===== config.mk =====
export PLATFORM = sky130hd
export DESIGN_NAME = qam_symbol_scheduler
export DESIGN_NICKNAME = d
export VERILOG_FILES = /design/src/rtl/qam_pkg.sv /design/src/rtl/qam_baud_tick.sv /design/src/rtl/qam_symbol_scheduler.sv
export SDC_FILE = /design/constraint.sdc
export NUM_CORES = 1
export LEC_CHECK = 0
export CORE_UTILIZATION = 35
export CTS_BUF_LIST = sky130_fd_sc_hd__clkbuf_4 sky130_fd_sc_hd__clkbuf_8
export DETAILED_ROUTE_END_ITERATION = 10
export PLACE_DENSITY = 0.5
export SYNTH_ARGS = -nofsm -noshare
export SYNTH_HDL_FRONTEND = slang
export SYNTH_SLANG_ARGS = --single-unit

===== constraint.sdc =====
create_clock -name clk -period 3.7 [get_ports clk]
set_input_delay 0.74 -clock clk [delete_from_list [all_inputs] [get_ports clk]]
set_output_delay 0.74 -clock clk [all_outputs]
set_load 0.02 [all_outputs]

===== src/rtl/qam_pkg.sv =====
// Shared encodings and helpers for the QAM symbol scheduler.
package qam_pkg;

    localparam logic MOD_QPSK  = 1'b0;
    localparam logic MOD_16QAM = 1'b1;

    localparam logic [1:0] BAUD_1200 = 2'd0;
    localparam logic [1:0] BAUD_2400 = 2'd1;
    localparam logic [1:0] BAUD_4800 = 2'd2;
    localparam logic [1:0] BAUD_9600 = 2'd3;

    localparam int SPB_QPSK  = 4;
    localparam int SPB_16QAM = 2;

    typedef enum logic {
        ST_IDLE = 1'b0,
        ST_RUN  = 1'b1
    } state_t;

    // Clock cycles per symbol for a given baud code.
    function automatic int baud_div(input int clk_hz, input logic [1:0] code);
        return clk_hz / (1200 << code);
    endfunction

endpackage


===== src/rtl/qam_baud_tick.sv =====
// Free-running symbol-rate counter; tick marks the last clock of each symbol period.
module qam_baud_tick
    import qam_pkg::*;
#(
    parameter int CLK_HZ = 11059200,
    parameter int DIV_W  = 14
) (
    input  logic       clk,
    input  logic       rst,
    input  logic       clear,
    input  logic [1:0] baud_rate,
    output logic       tick
);

    localparam logic [DIV_W-1:0] LAST_1200 = DIV_W'(baud_div(CLK_HZ, BAUD_1200) - 1);
    localparam logic [DIV_W-1:0] LAST_2400 = DIV_W'(baud_div(CLK_HZ, BAUD_2400) - 1);
    localparam logic [DIV_W-1:0] LAST_4800 = DIV_W'(baud_div(CLK_HZ, BAUD_4800) - 1);
    localparam logic [DIV_W-1:0] LAST_9600 = DIV_W'(baud_div(CLK_HZ, BAUD_9600) - 1);

    logic [DIV_W-1:0] count;
    logic [DIV_W-1:0] last;

    always_comb begin
        last = LAST_1200;
        case (baud_rate)
            BAUD_1200: last = LAST_1200;
            BAUD_2400: last = LAST_2400;
            BAUD_4800: last = LAST_4800;
            BAUD_9600: last = LAST_9600;
        endcase
    end

    assign tick = (count == last);

    always_ff @(posedge clk or posedge rst) begin
        if (rst) begin
            count <= '0;
        end else if (clear || tick) begin
            count <= '0;
        end else begin
            count <= count + 1'b1;
        end
    end

endmodule


===== src/rtl/qam_symbol_scheduler.sv =====
// Byte-to-symbol scheduler for the QAM modulator: holding register, symbol shifter,
// idle/run control and idle-only application of modulation and baud settings.
module qam_symbol_scheduler
    import qam_pkg::*;
#(
    parameter int CLK_HZ = 11059200,
    parameter int DIV_W  = 14
) (
    input  logic       clk,
    input  logic       rst,
    input  logic       cfg_mod_type,
    input  logic [1:0] cfg_baud_rate,
    input  logic       cfg_update,
    input  logic [7:0] in_data,
    input  logic       in_valid,
    output logic       in_ready,
    output logic [3:0] sym_out,
    output logic       sym_valid,
    output logic       sym_strobe,
    output logic       act_mod_type,
    output logic [1:0] act_baud_rate,
    output logic       cfg_pending,
    output logic       underrun
);

    localparam logic [2:0] LEFT_QPSK  = 3'(SPB_QPSK - 1);
    localparam logic [2:0] LEFT_16QAM = 3'(SPB_16QAM - 1);

    state_t     state;
    logic [7:0] hold;
    logic       hold_full;
    logic [7:0] sh;
    logic [2:0] sh_cnt;
    logic       pend_mod;
    logic [1:0] pend_baud;
    logic       tick;
    logic       accept;
    logic       apply;

    function automatic logic [3:0] top_symbol(input logic mod, input logic [7:0] b);
        return (mod == MOD_16QAM) ? b[7:4] : {2'b00, b[7:6]};
    endfunction

    function automatic logic [7:0] shift_symbol(input logic mod, input logic [7:0] b);
        return (mod == MOD_16QAM) ? {b[3:0], 4'h0} : {b[5:0], 2'b00};
    endfunction

    // Pending config blocks new input so the line drains and the update is never starved.
    assign in_ready = ~hold_full & ~cfg_pending;
    assign accept   = in_valid & in_ready;
    assign apply    = cfg_pending & (state == ST_IDLE) & ~hold_full;

    qam_baud_tick #(
        .CLK_HZ (CLK_HZ),
        .DIV_W  (DIV_W)
    ) u_baud_tick (
        .clk       (clk),
        .rst       (rst),
        .clear     (apply),
        .baud_rate (act_baud_rate),
        .tick      (tick)
    );

    always_ff @(posedge clk or posedge rst) begin
        if (rst) begin
            state         <= ST_IDLE;
            hold          <= '0;
            hold_full     <= 1'b0;
            sh            <= '0;
            sh_cnt        <= '0;
            sym_out       <= '0;
            sym_valid     <= 1'b0;
            sym_strobe    <= 1'b0;
            underrun      <= 1'b0;
            act_mod_type  <= MOD_QPSK;
            act_baud_rate <= BAUD_1200;
            pend_mod      <= MOD_QPSK;
            pend_baud     <= BAUD_1200;
            cfg_pending   <= 1'b0;
        end else begin
            sym_strobe <= tick;
            underrun   <= 1'b0;

            if (accept) begin
                hold      <= in_data;
                hold_full <= 1'b1;
            end

            if (tick) begin
                if (sh_cnt != 3'd0) begin
                    sym_out   <= top_symbol(act_mod_type, sh);
                    sym_valid <= 1'b1;
                    sh        <= shift_symbol(act_mod_type, sh);
                    sh_cnt    <= sh_cnt - 3'd1;
                end else if (hold_full) begin
                    // Load and emit the first symbol of the held byte in the same tick.
                    sym_out   <= top_symbol(act_mod_type, hold);
                    sym_valid <= 1'b1;
                    sh        <= shift_symbol(act_mod_type, hold);
                    sh_cnt    <= (act_mod_type == MOD_16QAM) ? LEFT_16QAM : LEFT_QPSK;
                    hold_full <= 1'b0;
                    state     <= ST_RUN;
                end else begin
                    sym_out   <= 4'h0;
                    sym_valid <= 1'b0;
                    if (state == ST_RUN) begin
                        underrun <= 1'b1;
                        state    <= ST_IDLE;
                    end
                end
            end

            if (apply) begin
                act_mod_type  <= pend_mod;
                act_baud_rate <= pend_baud;
                cfg_pending   <= 1'b0;
            end

            // A capture in the apply cycle wins, keeping the newer request pending.
            if (cfg_update) begin
                pend_mod    <= cfg_mod_type;
                pend_baud   <= cfg_baud_rate;
                cfg_pending <= 1'b1;
            end
        end
    end

endmodule

==> results by group, run 1 <==
Global route
  • Largest net degree at the start of global routing: 48
  • Antenna violations before repair: 0
  • Vias in the first global route: 1556
  • Total GRT Usage: 0.1425
  • Total congestion overflow: 0
  • First-pass GRT wire length: 7872 um

Setup path
  • WP buf/inv: 1
  • Critical path depth: 1
  • Max incr delay on CP: 0.77 ns
  • Slowest-stage cell, CP: dfrtp_1
  • CP arrival: 1.79 ns
  • Crit end category: output pin
  • CP Cell Sequence: clkdlybuf4s50_1
  • Startpoint types: register
  • Setup Crit Path Kind: register to output pin
  • Crit path max-delay family: flip-flops
  • Data required, critical path: 2.96 ns
  • Critical path fanouts, max: 18
  • Cells on worst reg2reg path: 5

Synth
  • Mux cell area share after synthesis: 0.1254
  • Ys async rst share: 1.000
  • Number of library cell types mapped by synthesis: 46
  • Post-Syn Instances: 212
  • Syn avg cell area: 11.15 um2
  • Sequential fraction of the synthesis area: 0.4974
  • Adder-Cell Fraction of Synth Area: 0.01587
  • Ys Warns: 0
  • Synth Area in Compound Gates: 0.1058
  • Main synth FF type: dfrtp_1
  • Post-Synth Simple-Gate Area: 0.1794
  • #FFs+latches synth: 47
  • XOR/XNOR Fraction of Synth Area: 0.04444
  • Largest family of logic cells by synthesized area: simple AND/OR/NAND/NOR gates
  • Mapped Area: 2365 um2
  • Syn nets: 230
  • Post-synth EDFFs: 0

Route
  • DR pass1 iterations: 7
  • DR WL/cell: 14.92 um
  • Post-route ant nets: 0
  • Vias/cell: 5.080
  • Vias: 1590
  • Routed WL: 4670 um
  • Iter 0 DRT Violations: 81
  • # DRC: 2

Floorplanning
  • Die H: 84.20 um
  • I/O pins: 27
  • Initial Util: 0.3682
  • DIE WIDTH: 84.20 um
  • # rows: 29
  • Core Box Area: 6422 um2
  • Die area: 7089 um2

Power
  • VDD IR max: 0.0002569 V
  • Leak Pwr: 0.001227 uW
  • Pwr dens: 574.2 nW/um2

Final layout
  • # diodes: 0
  • Nets: 254
  • P&R area growth vs syn: 17.20%
  • Fraction of layout cells with a size suffix above 1: 0.1695
  • Post-Layout Cell Count: 313

Timing
  • Period minus WS final: 2.532 ns
  • Setup_tns: 0 ns
  • Worst Tran Pin Value: 0.9861 ns
  • Final Cycle Share: 0.6844
  • Final worst slack: 1.168 ns
  • Clk_skew: 0.007231 ns
  • Max Clk Rate: 394.9 MHz
  • Max_slew headroom: 0.3417
  • RSZ-0062 raised after global routing: false
  • Final Max Tran Viols: 0
  • Final Hold Viols: 0
  • Final setup fails: 0

Hold path
  • Min-delay worst type: register to register
  • Hold depth: 2

Clock tree
  • Clk Latency, worst-skew pair: 0.30 ns
  • CTS tree: done
  • H-tree Lvls: 2
  • Root buf cell: clkbuf_8
  • # Post-CTS Setup Buffers: 0
  • Clk slew on worst S/H paths: 0.08 ns
  • Cts hold-fix bufs: 0
  • Cts repair resizes: 0
  • Inserted Clock Buffers: 5
  • Clk sinks: 47
  • Clock buffer depth: 2

Place
  • Post-Place Worst Slack: 1.498 ns
  • Number of port buffers: 26
  • Placed instance count: 306
  • HPWL after DPL: 3176 um
  • GPL Wtd Cong: 0.7597

Flow run
  • # Max-Cap Violations: 0

Run status
  • Violated checks: DRC
  • Status: finished with violations
==> metrics by stage <==
stage                     power, uW  area [um2]  utilization  hold slack, ns
final                          1591        2771       0.4315          0.4829
after CTS                      1611        2771       0.4315          0.4772
after global routing           1697        2771       0.4315          0.4858
after floorplan                1093        2365            -          0.4348
after global placement         1235        2665       0.4150          0.4547
after detailed placement       1234        2665       0.4150          0.4560
==> Yosys cell counts, types with 5 or more instances <==
| master | count | area, um2 |
|---|---|---|
| mux2i_1 | 6 | 60.06 |
| nor2_1 | 20 | 75.07 |
| mux2_2 | 21 | 236.5 |
| inv_1 | 5 | 18.77 |
| nor2b_1 | 5 | 31.28 |
| and3_1 | 6 | 37.54 |
| o21ai_0 | 7 | 35.03 |
| xnor2_1 | 7 | 61.31 |
| nand2_1 | 15 | 56.30 |
| dfrtp_1 | 47 | 1176 |
| xor2_1 | 5 | 43.79 |
| nand3_1 | 13 | 65.06 |
==> kinds of logic (layout without fill, tap and decap cells) <==
family                   Yosys count  in the layout
AND/OR/NAND/NOR                   78             78
flip-flops                        47             47
AO/OA/AOI/OAI                     31             31
multiplexers                      27             27
buffers and inverters             14             38
XOR/XNOR                          12             12
adder cells (fa/ha/maj)            3              3
==> cell usage in the layout (no fill, tap or decap), types with 2 or more instances in the layout <==
cell type,Yosys,routed
and3_1,6,6
o22ai_1,2,2
o21ai_0,7,7
and2_1,4,4
a21boi_0,2,2
mux2i_1,6,6
nor2_1,20,20
nand2_1,15,15
clkbuf_8,1,5
inv_1,5,4
a211oi_1,2,2
xor2_1,5,5
nand3_1,13,13
a21oi_1,4,4
a21o_1,3,3
a41oi_1,2,2
nor3_1,2,2
ha_1,3,3
mux2_2,21,21
clkdlybuf4s50_1,0,26
o2bb2ai_1,2,2
xnor2_1,7,7
nor2b_1,5,5
dfrtp_1,47,47
==> path summary, 6_finish.rpt <==
check | start | endpoint | slack, ns
worst max-delay path | act_mod_type | act_mod_type | 1.17
worst min-delay path | pend_mod | act_mod_type | 0.48
worst max register to register | u_baud_tick.count[9] | u_baud_tick.count[13] | 1.55
worst min register to register | pend_mod | act_mod_type | 0.48
max in group asynchronous | rst | sym_out[0] | 2.10
min in group asynchronous | rst | u_baud_tick.count[12] | 0.99
==> layout make-up <==
class / instances / area [um2]
fillers: 624 / 3651
flip-flops and latches: 47 / 1176
multi-input cells: 151 / 1114
repair buffers: 26 / 260.3
well taps: 77 / 96.34
clock buffers: 6 / 76.32
clock inverters: 1 / 30.03
inverters: 5 / 18.77
==> metal layers <==
layer,routed length [um],global-route usage
met5,0,0
met4,75,0.06113
met3,133,0.02950
met2,2025,0.2094
met1,2436,0.2036
==> where the power goes <==
| group | internal [uW] | switching [uW] |
|---|---|---|
| Clock | 206 | 165 |
| Sequential | 607 | 140 |
| Combinational | 230 | 243 |
| Total | 1040 | 549 |
==> registers in the layout (all words and copies together) (netlist names) <==
| register | count |
|---|---|
| pend_baud | 2 |
| u_baud_tick.count | 14 |
| sym_valid | 1 |
| hold_full | 1 |
| sym_strobe | 1 |
| sh_cnt | 3 |
| act_mod_type | 1 |
| state | 1 |
| pend_mod | 1 |
| sh | 6 |
| act_baud_rate | 2 |
| underrun | 1 |
| sym_out | 4 |
| cfg_pending | 1 |
| hold | 8 |
Note: power is estimated with default switching activity, not from simulation.
==> run 2: changes to the inputs <==
Clock period 3.7 ns to 2.5 ns, I/O delays scaled along.
==> run 2 against run 1 <==
Compared with the run above: the run still ends with DRC left; final cell count grew 2.2%; core utilization is 1.1 points higher; register-to-register slack worse by 1.2 ns; non-clock buffer count is 6 higher; total power is 52% higher; clock-buffer cell count unchanged; critical path type unchanged; highest routed layer unchanged.
==> results by group, run 2 (same netlist as run 1, synthesis figures left out) <==
Global route
  • Vias in the first global route: 1595
  • First-pass GRT wire length: 8031 um
  • Antenna violations before repair: 0
  • Total GRT Usage: 0.1458
  • Total congestion overflow: 0
  • Largest net degree at the start of global routing: 48

Clock tree
  • Clk sinks: 47
  • Cts repair resizes: 0
  • Clock buffer depth: 2
  • Clk Latency, worst-skew pair: 0.30 ns
  • CTS tree: done
  • Cts hold-fix bufs: 0
  • H-tree Lvls: 2
  • Clk slew on worst S/H paths: 0.09 ns
  • # Post-CTS Setup Buffers: 0
  • Inserted Clock Buffers: 5
  • Root buf cell: clkbuf_8

Timing
  • Final Cycle Share: 0.8719
  • Max_slew headroom: 0.6245
  • Period minus WS final: 2.180 ns
  • RSZ-0062 raised after global routing: false
  • Final Hold Viols: 0
  • Worst Tran Pin Value: 0.5591 ns
  • Final Max Tran Viols: 0
  • Clk_skew: 0.007011 ns
  • Setup_tns: 0 ns
  • Final setup fails: 0
  • Hold slack: 0.4694 ns
  • Max Clk Rate: 458.8 MHz

Setup path
  • Max incr delay on CP: 0.63 ns
  • Flop2flop setup slack: 0.38 ns
  • Setup Crit Path Kind: register to output pin
  • Crit path to: in_ready
  • Data required, critical path: 2.00 ns
  • Crit end category: output pin
  • Critical R2R Capture: u_baud_tick.count[13]
  • Cells on worst reg2reg path: 6
  • CP arrival: 1.68 ns
  • Startpoint types: register
  • CP Cell Sequence: nor2_1, clkdlybuf4s50_1
  • Slowest-stage cell, CP: clkdlybuf4s50_1
  • Critical path fanouts, max: 13
  • Setup crit start: hold_full
  • Worst r2r src: act_baud_rate[1]

Power
  • Sw power: 834.6 uW
  • Switch share: 0.3450
  • Leak Pwr: 0.001268 uW
  • Pint: 1585 uW
  • Flop pwr share: 0.442
  • VDD IR max: 0.0004902 V
  • Pwr dens: 851.9 nW/um2
  • Clk pwr share: 0.242
  • Combinational Power Share: 0.316

Route
  • DR WL/cell: 14.73 um
  • # DRC: 2
  • Iter 0 DRT Violations: 78
  • Routed WL: 4713 um
  • Post-route ant nets: 0
  • Vias: 1646
  • Vias/cell: 5.144
  • DR pass1 iterations: 7

Final layout
  • Nets: 260
  • # diodes: 0
  • Core Util, Final: 0.4422
  • Fraction of layout cells with a size suffix above 1: 0.1934
  • Biggest register: u_baud_tick.count
  • Max reg flops: 14
  • Most common cell after layout, fill and taps aside: dfrtp_1
  • Top flop regs: u_baud_tick.count (14), hold (8), sh (6)
  • Most frequent cells in the layout: 47 x dfrtp_1, 26 x clkdlybuf4s50_1, 21 x mux2_2
  • P&R area growth vs syn: 20.11%

Floorplanning
  • I/O pins: 27
  • DIE WIDTH: 84.20 um
  • Core Box Area: 6422 um2
  • # rows: 29
  • Die area: 7089 um2
  • Die H: 84.20 um
  • Initial Util: 0.3682

Flow run
  • # Max-Cap Violations: 0

Place
  • Number of port buffers: 26
  • GPL Wtd Cong: 0.7569
  • HPWL after DPL: 3197 um

Run status
  • Violated checks: DRC
  • Status: finished with violations

Hold path
  • Min-delay worst type: register to register
[run 2: cell count changes in the layout (fill, tap and decap cells not counted)]
cell      change
clkbuf_8      +1
clkbuf_4      -1
buf_4         +5
clkinv_2      +1
buf_12        +1
[run 2: power by group through the flow]
stage	Clock (uW)	Sequential, uW	Combinational [uW]
finish	585	1070	766
detailed placement	0	1080	773
CTS	609	1070	777
floorplan	0	1050	568
global route	638	1100	859
global placement	0	1080	771
[run 2: layout make-up]
| class | count | area (um2) |
|---|---|---|
| clock inverter | 2 | 35.03 |
| multi-input combinational | 151 | 1114 |
| tap | 77 | 96.34 |
| clock buffer | 6 | 82.58 |
| sequential | 47 | 1176 |
| timing repair buffer | 32 | 317.8 |
| fill | 626 | 3582 |
| inverter | 5 | 18.77 |
[run 2: worst min path at each step]
stage | start | endpoint | slack, ns | cells past startpoint
2_1_floorplan | pend_baud[1] | act_baud_rate[1] | 0.43 | 2
3_3_place_gp | pend_mod | act_mod_type | 0.45 | 2
3_5_place_dp | pend_baud[1] | act_baud_rate[1] | 0.45 | 2
4_1_cts | pend_baud[1] | act_baud_rate[1] | 0.47 | 2
5_1_grt | pend_mod | act_mod_type | 0.51 | 2
6_report | pend_baud[1] | act_baud_rate[1] | 0.47 | 2
[run 2: critical path, delay by kind of cell, from the launching register on]
| family | cells | cell delay, ns |
|---|---|---|
| flip-flops | 1 | 0.56 |
| AND/OR/NAND/NOR | 1 | 0.19 |
| buffers and inverters | 1 | 0.63 |
[run 2: stage by stage]
step                      cells  worst slack [ns]  area [um2]  total power (uW)
after global placement      312            0.4096        2723              1854
after detailed placement    312            0.3700        2723              1858
final                       320            0.3202        2840              2420
after global routing        320            0.2137        2840              2596
after CTS                   320            0.2878        2840              2454
after floorplan             212            0.5288        2365              1617
[run 2: per-layer routing]
layer  track usage  share of wire
met5             0              0
met2        0.2161           0.44
met1        0.2079           0.52
met4       0.05643          0.015
met3       0.03245          0.026
==> RTL edit 1: new RTL, settings of run 2 <==
Add an input register stage for `cfg_update`, with the module's reset; this delays it by one clock. The other inputs are not delayed to match.
--- a/src/rtl/qam_symbol_scheduler.sv
+++ b/src/rtl/qam_symbol_scheduler.sv
@@ -25,6 +25,16 @@
 
     localparam logic [2:0] LEFT_QPSK  = 3'(SPB_QPSK - 1);
     localparam logic [2:0] LEFT_16QAM = 3'(SPB_16QAM - 1);
+
+    logic cfg_update_q;
+
+    always_ff @(posedge clk or posedge rst) begin
+        if (rst) begin
+            cfg_update_q <= '0;
+        end else begin
+            cfg_update_q <= cfg_update;
+        end
+    end
 
     state_t     state;
     logic [7:0] hold;
@@ -117,7 +127,7 @@
             end
 
             // A capture in the apply cycle wins, keeping the newer request pending.
-            if (cfg_update) begin
+            if (cfg_update_q) begin
                 pend_mod    <= cfg_mod_type;
                 pend_baud   <= cfg_baud_rate;
                 cfg_pending <= 1'b1;
Formal check against the unedited RTL: not equivalent (a bounded check fails within 4 cycles, from zero or initial values and one cycle with rst high).
==> RTL edit 1 against run 2 <==
- sequential share of layout area up 1.1 points
- wire length is 1.8% lower
- critical path type is now register to register
- die area is 0.42% higher
- critical path depth is 4 higher
- the flow still finishes with violations (DRC)
- worst setup slack lost 49 ps
- synthesized area is 0.42% higher
- hold slack improved by 37 ps
- sequential cell count rose by 1
- final area fell by 0.44%
- non-clock buffer count up 1
- maximum frequency shrank 2.2%
Power is not compared: it rests on default switching activity, and its combinational part moved more than twofold at a synthesized area within 25%.
==> RTL edit 1: results <==
outcome:
  status: "complete, but fails checks"
  failed_checks: "DRC"
yosys:
  yosysUniqueCellTypes: 40
  yosys-top-cells-area: "dfrtp_1, mux2_2, xor2_1"
  ranking_of_synthesized_cells_by_instance_count: "dfrtp_1, mux2_2, nor3_1"
  yosysSeqAreaShare_pct: 50.6
grt:
  maximum_number_of_pins_on_one_net_before_global_route_repair: 27
  gr-usage-all-layers_pct: 15.0
  grt_pass1_vias: 1671
  global_route_wire_length_before_repair_um: 8430
placement:
  globalplace.congestion: 0.762
  post-dp-hpwl_um: 3320
  postPlaceCellArea_um2: 2740
route:
  detail_route.drc_violations: 2
  finalWirelength_um: 4630
  detail_route.iter0.violations: 71
  vias: 1638
setup_path:
  critPathSlowestCell: "nor4_4"
  critPathMaxStageDelay_ps: 510
  timing.critical_path.fanout_max: 7
  arrival_ps: 2420
sta:
  timing_worst_slew_pin_value_ps: 677
  clock-skew-final_ps: 9.72
finish:
  final_net_count: 258
  reg.largest.list: "u_baud_tick.count: 14 flops, hold: 8 flops, sh: 6 flops"
  final_layout_size_suffix_gt1_share_pct: 20.7
pwr:
  ir_worst_vdd_v: 0.000226
clocking:
  post_cts_buffers: 0
==> RTL edit 1: kinds of logic (layout without fill, tap and decap cells) <==
group / after synthesis / count (layout) / share of synthesized area, %
AO/OA/AOI/OAI: 27 / 27 / 8.17
XOR/XNOR: 11 / 11 / 4.06
adder cells (fa/ha/maj): 3 / 3 / 1.58
buffers and inverters: 19 / 48 / 3.37
flip-flops: 48 / 48 / 50.6
multiplexers: 30 / 30 / 13.9
AND/OR/NAND/NOR: 74 / 74 / 18.3
==> RTL edit 1: power by group through the flow <==
stage | logic [mW] | registers [mW] | clock network [mW]
2_1_floorplan | 0.0168 | 0.799 | 0
3_3_place_gp | 0.0459 | 0.800 | 0
3_5_place_dp | 0.0464 | 0.800 | 0
4_1_cts | 0.0465 | 0.785 | 0.496
5_1_grt | 0.0507 | 0.786 | 0.524
6_report | 0.0443 | 0.784 | 0.473
==> RTL edit 1: worst max-delay path, delay by kind of cell, from the launching register on <==
| kind | cells | cell delay [ps] |
|---|---|---|
| AOI/OAI and AO/OA | 1 | 200 |
| adders and majority gates | 1 | 220 |
| buffers and inverters | 1 | 60 |
| DFF | 1 | 420 |
| muxes | 1 | 390 |
| and+or+nand+nor | 2 | 820 |
==> RTL edit 1: path summary, 6_finish.rpt <==
kind,startpoint,endpoint,slack (ps),cells after the start
setup / recovery,u_baud_tick.count[0],sh[6],270,6
hold / removal,pend_baud[1],pend_baud[1],510,1
setup reg to reg,u_baud_tick.count[0],sh[6],270,6
hold reg to reg,pend_baud[1],pend_baud[1],510,1
max in group asynchronous,rst,sym_strobe,1360,3
min in group asynchronous,rst,hold[0],560,2
==> RTL edit 1: final cells by class <==
class | count | area share, %
clock buffer | 6 | 2.70
clock inverter | 2 | 0.575
inverter | 7 | 0.929
multi-input combinational | 145 | 38.8
sequential | 48 | 42.5
tap | 77 | 3.41
timing repair buffer | 33 | 11.1
==> RTL edit 1: metrics by stage <==
stage | cells | util [%] | hold WS, ps | power (mW) | setup slack, ps
3_5_place_dp | 310 | 42.3 | 492 | 0.847 | 272
2_1_floorplan | 212 | - | 475 | 0.816 | 428
4_1_cts | 318 | 43.8 | 512 | 1.33 | 245
6_report | 318 | 43.8 | 506 | 1.30 | 271
3_3_place_gp | 310 | 42.3 | 491 | 0.846 | 316
5_1_grt | 318 | 43.8 | 523 | 1.36 | 103
==> RTL edit 1: metal layers <==
metal | wire length, µm | share of wire (%) | track usage [%] | up-vias
met5 | 0 | 0 | 0 | -
met2 | 1990 | 43 | 21.8 | 22
met4 | 69 | 1.5 | 5.08 | 0
met1 | 2420 | 52 | 22.2 | 791
met3 | 141 | 3.0 | 3.34 | 6
li1 | - | - | - | 819
==> RTL edit 2: new RTL, settings of run 2 <==
Without the edit above. `DIV_W` is set to 14 in 2 places; all go to 28.
--- a/src/rtl/qam_baud_tick.sv
+++ b/src/rtl/qam_baud_tick.sv
@@ -3,7 +3,7 @@
     import qam_pkg::*;
 #(
     parameter int CLK_HZ = 11059200,
-    parameter int DIV_W  = 14
+    parameter int DIV_W  = 28
 ) (
     input  logic       clk,
     input  logic       rst,
--- a/src/rtl/qam_symbol_scheduler.sv
+++ b/src/rtl/qam_symbol_scheduler.sv
@@ -4,7 +4,7 @@
     import qam_pkg::*;
 #(
     parameter int CLK_HZ = 11059200,
-    parameter int DIV_W  = 14
+    parameter int DIV_W  = 28
 ) (
     input  logic       clk,
     input  logic       rst,
Function: same outputs for any inputs over 10 cycles, from zero or initial values and one cycle with rst high; that may be too few to reach the edited logic, so the function may still have changed.
==> RTL edit 2 against run 2 <==
- global-route usage up 1.8 points
- synthesized cell count up 33%
- sequential cell count up 14
- wire length up 33%
- worst setup slack worse by 92 ps
- synthesized area up 27%
- total power up 28%
- critical endpoint is now sym_out[0]
- final area up 29%
- count of clock-buffer cells in the layout up 3
==> RTL edit 2: results <==
outcome:
  status: "finished, final reports clean"
setup_path:
  critPathSlowestCell: "a2111oi_4"
  reg2reg_capture_point: "sym_out[0]"
  first_element_of_the_critical_path: "u_baud_tick.count[14]"
  timing.critical_path.fanout_max: 9
  timing.reg2reg.setup_slack_ps: 230
  worstSetupEndpointType: "register"
  r2r_cells: 5
  critPathMaxStageDelay_ps: 460
route:
  detail_route.iter0.violations: 121
  route.layer.met1.wl_um: 3000
  route.met3.wl_um: 310
  met2_length_um: 2850
  drt-pass1-iter-count: 4
clocking:
  worst_skew_late_latency_ps: 350
  clk_pin_slew_worst_paths_ps: 70
  cts-htree-levels: 3
  tritoncts.num_buffers: 9
  number_of_clock_sinks: 61
finish:
  final_net_count: 333
  inverters_non_clock: 6
  multiInputGateArea_um2: 1400
  reg.largest.list: "u_baud_tick.count: 28 flops, hold: 8 flops, sh: 6 flops"
  layout.non_clock_buffers: 36
  clock_area_share_pct: 6.67
  final_cell_count_no_fill: 425
  fraction_of_the_core_area_covered_by_cells_at_the_end_of_the_flow_pct: 44.5
  final_layout_size_suffix_gt1_share_pct: 16.3
  num-multi-input-gates: 201
  register_area_um2: 1530
  final.fill_count: 804
grt:
  gr-usage-met2_pct: 24.0
  maximum_number_of_pins_on_one_net_before_global_route_repair: 62
  gr-usage-all-layers_pct: 16.4
  grt_pass1_vias: 2210
  met3_usage_pct: 3.78
  groute.layer.met1.usage_pct: 22.9
pwr:
  ir_worst_vdd_v: 0.000332
  power.leakage_nw: 1.62
sta:
  max_clock_freq_ghz: 0.440
  clock-skew-final_ps: 9.07
  worst_case_hold_slack_ps: 492
  timing_worst_slew_pin_value_ps: 560
yosys:
  synthesis.area_per_instance_um2: 10.7
  synth_area_um2: 3000
  yosysSeqAreaShare_pct: 50.8
  yosysUniqueCellTypes: 39
  yosys-top-cells-area: "dfrtp_1, mux2_2, xor2_1"
placement:
  postPlaceCellArea_um2: 3430
  post-dp-hpwl_um: 4230
  placed_cells: 409
worst_hold_path:
  hold_path.startpoint: "sym_out[3]"
  worst_hold_path.num_cells: 1
[RTL edit 2: cell count changes after synthesis, sizes merged, moves of 7 or more]
cell / delta
nand4: +7
dfrtp: +14
nor2: +8
xor2: +14
nand3: +7
nor3: +11
[RTL edit 2: power breakdown]
part | internal (mW) | total, mW | switching (mW)
logic | 0.353 | 0.725 | 0.371
clock network | 0.669 | 1.10 | 0.430
registers | 1.13 | 1.28 | 0.148
[RTL edit 2: critical path: cells and delay by family (launching register included)]
family	cells	cell delay [ps]
compound gates	1	460
flops	1	430
mux	1	360
simple gates	3	900
[RTL edit 2: cell families (layout without fill, tap and decap cells)]
logic type	Yosys count	in the layout	synth area share, %
simple gates	116	116	19.8
flops	61	61	50.8
mux	29	29	10.6
compound gates	27	27	7.29
xor+xnor	26	26	7.58
buf+inv	19	58	2.62
fa+ha+maj	3	3	1.25
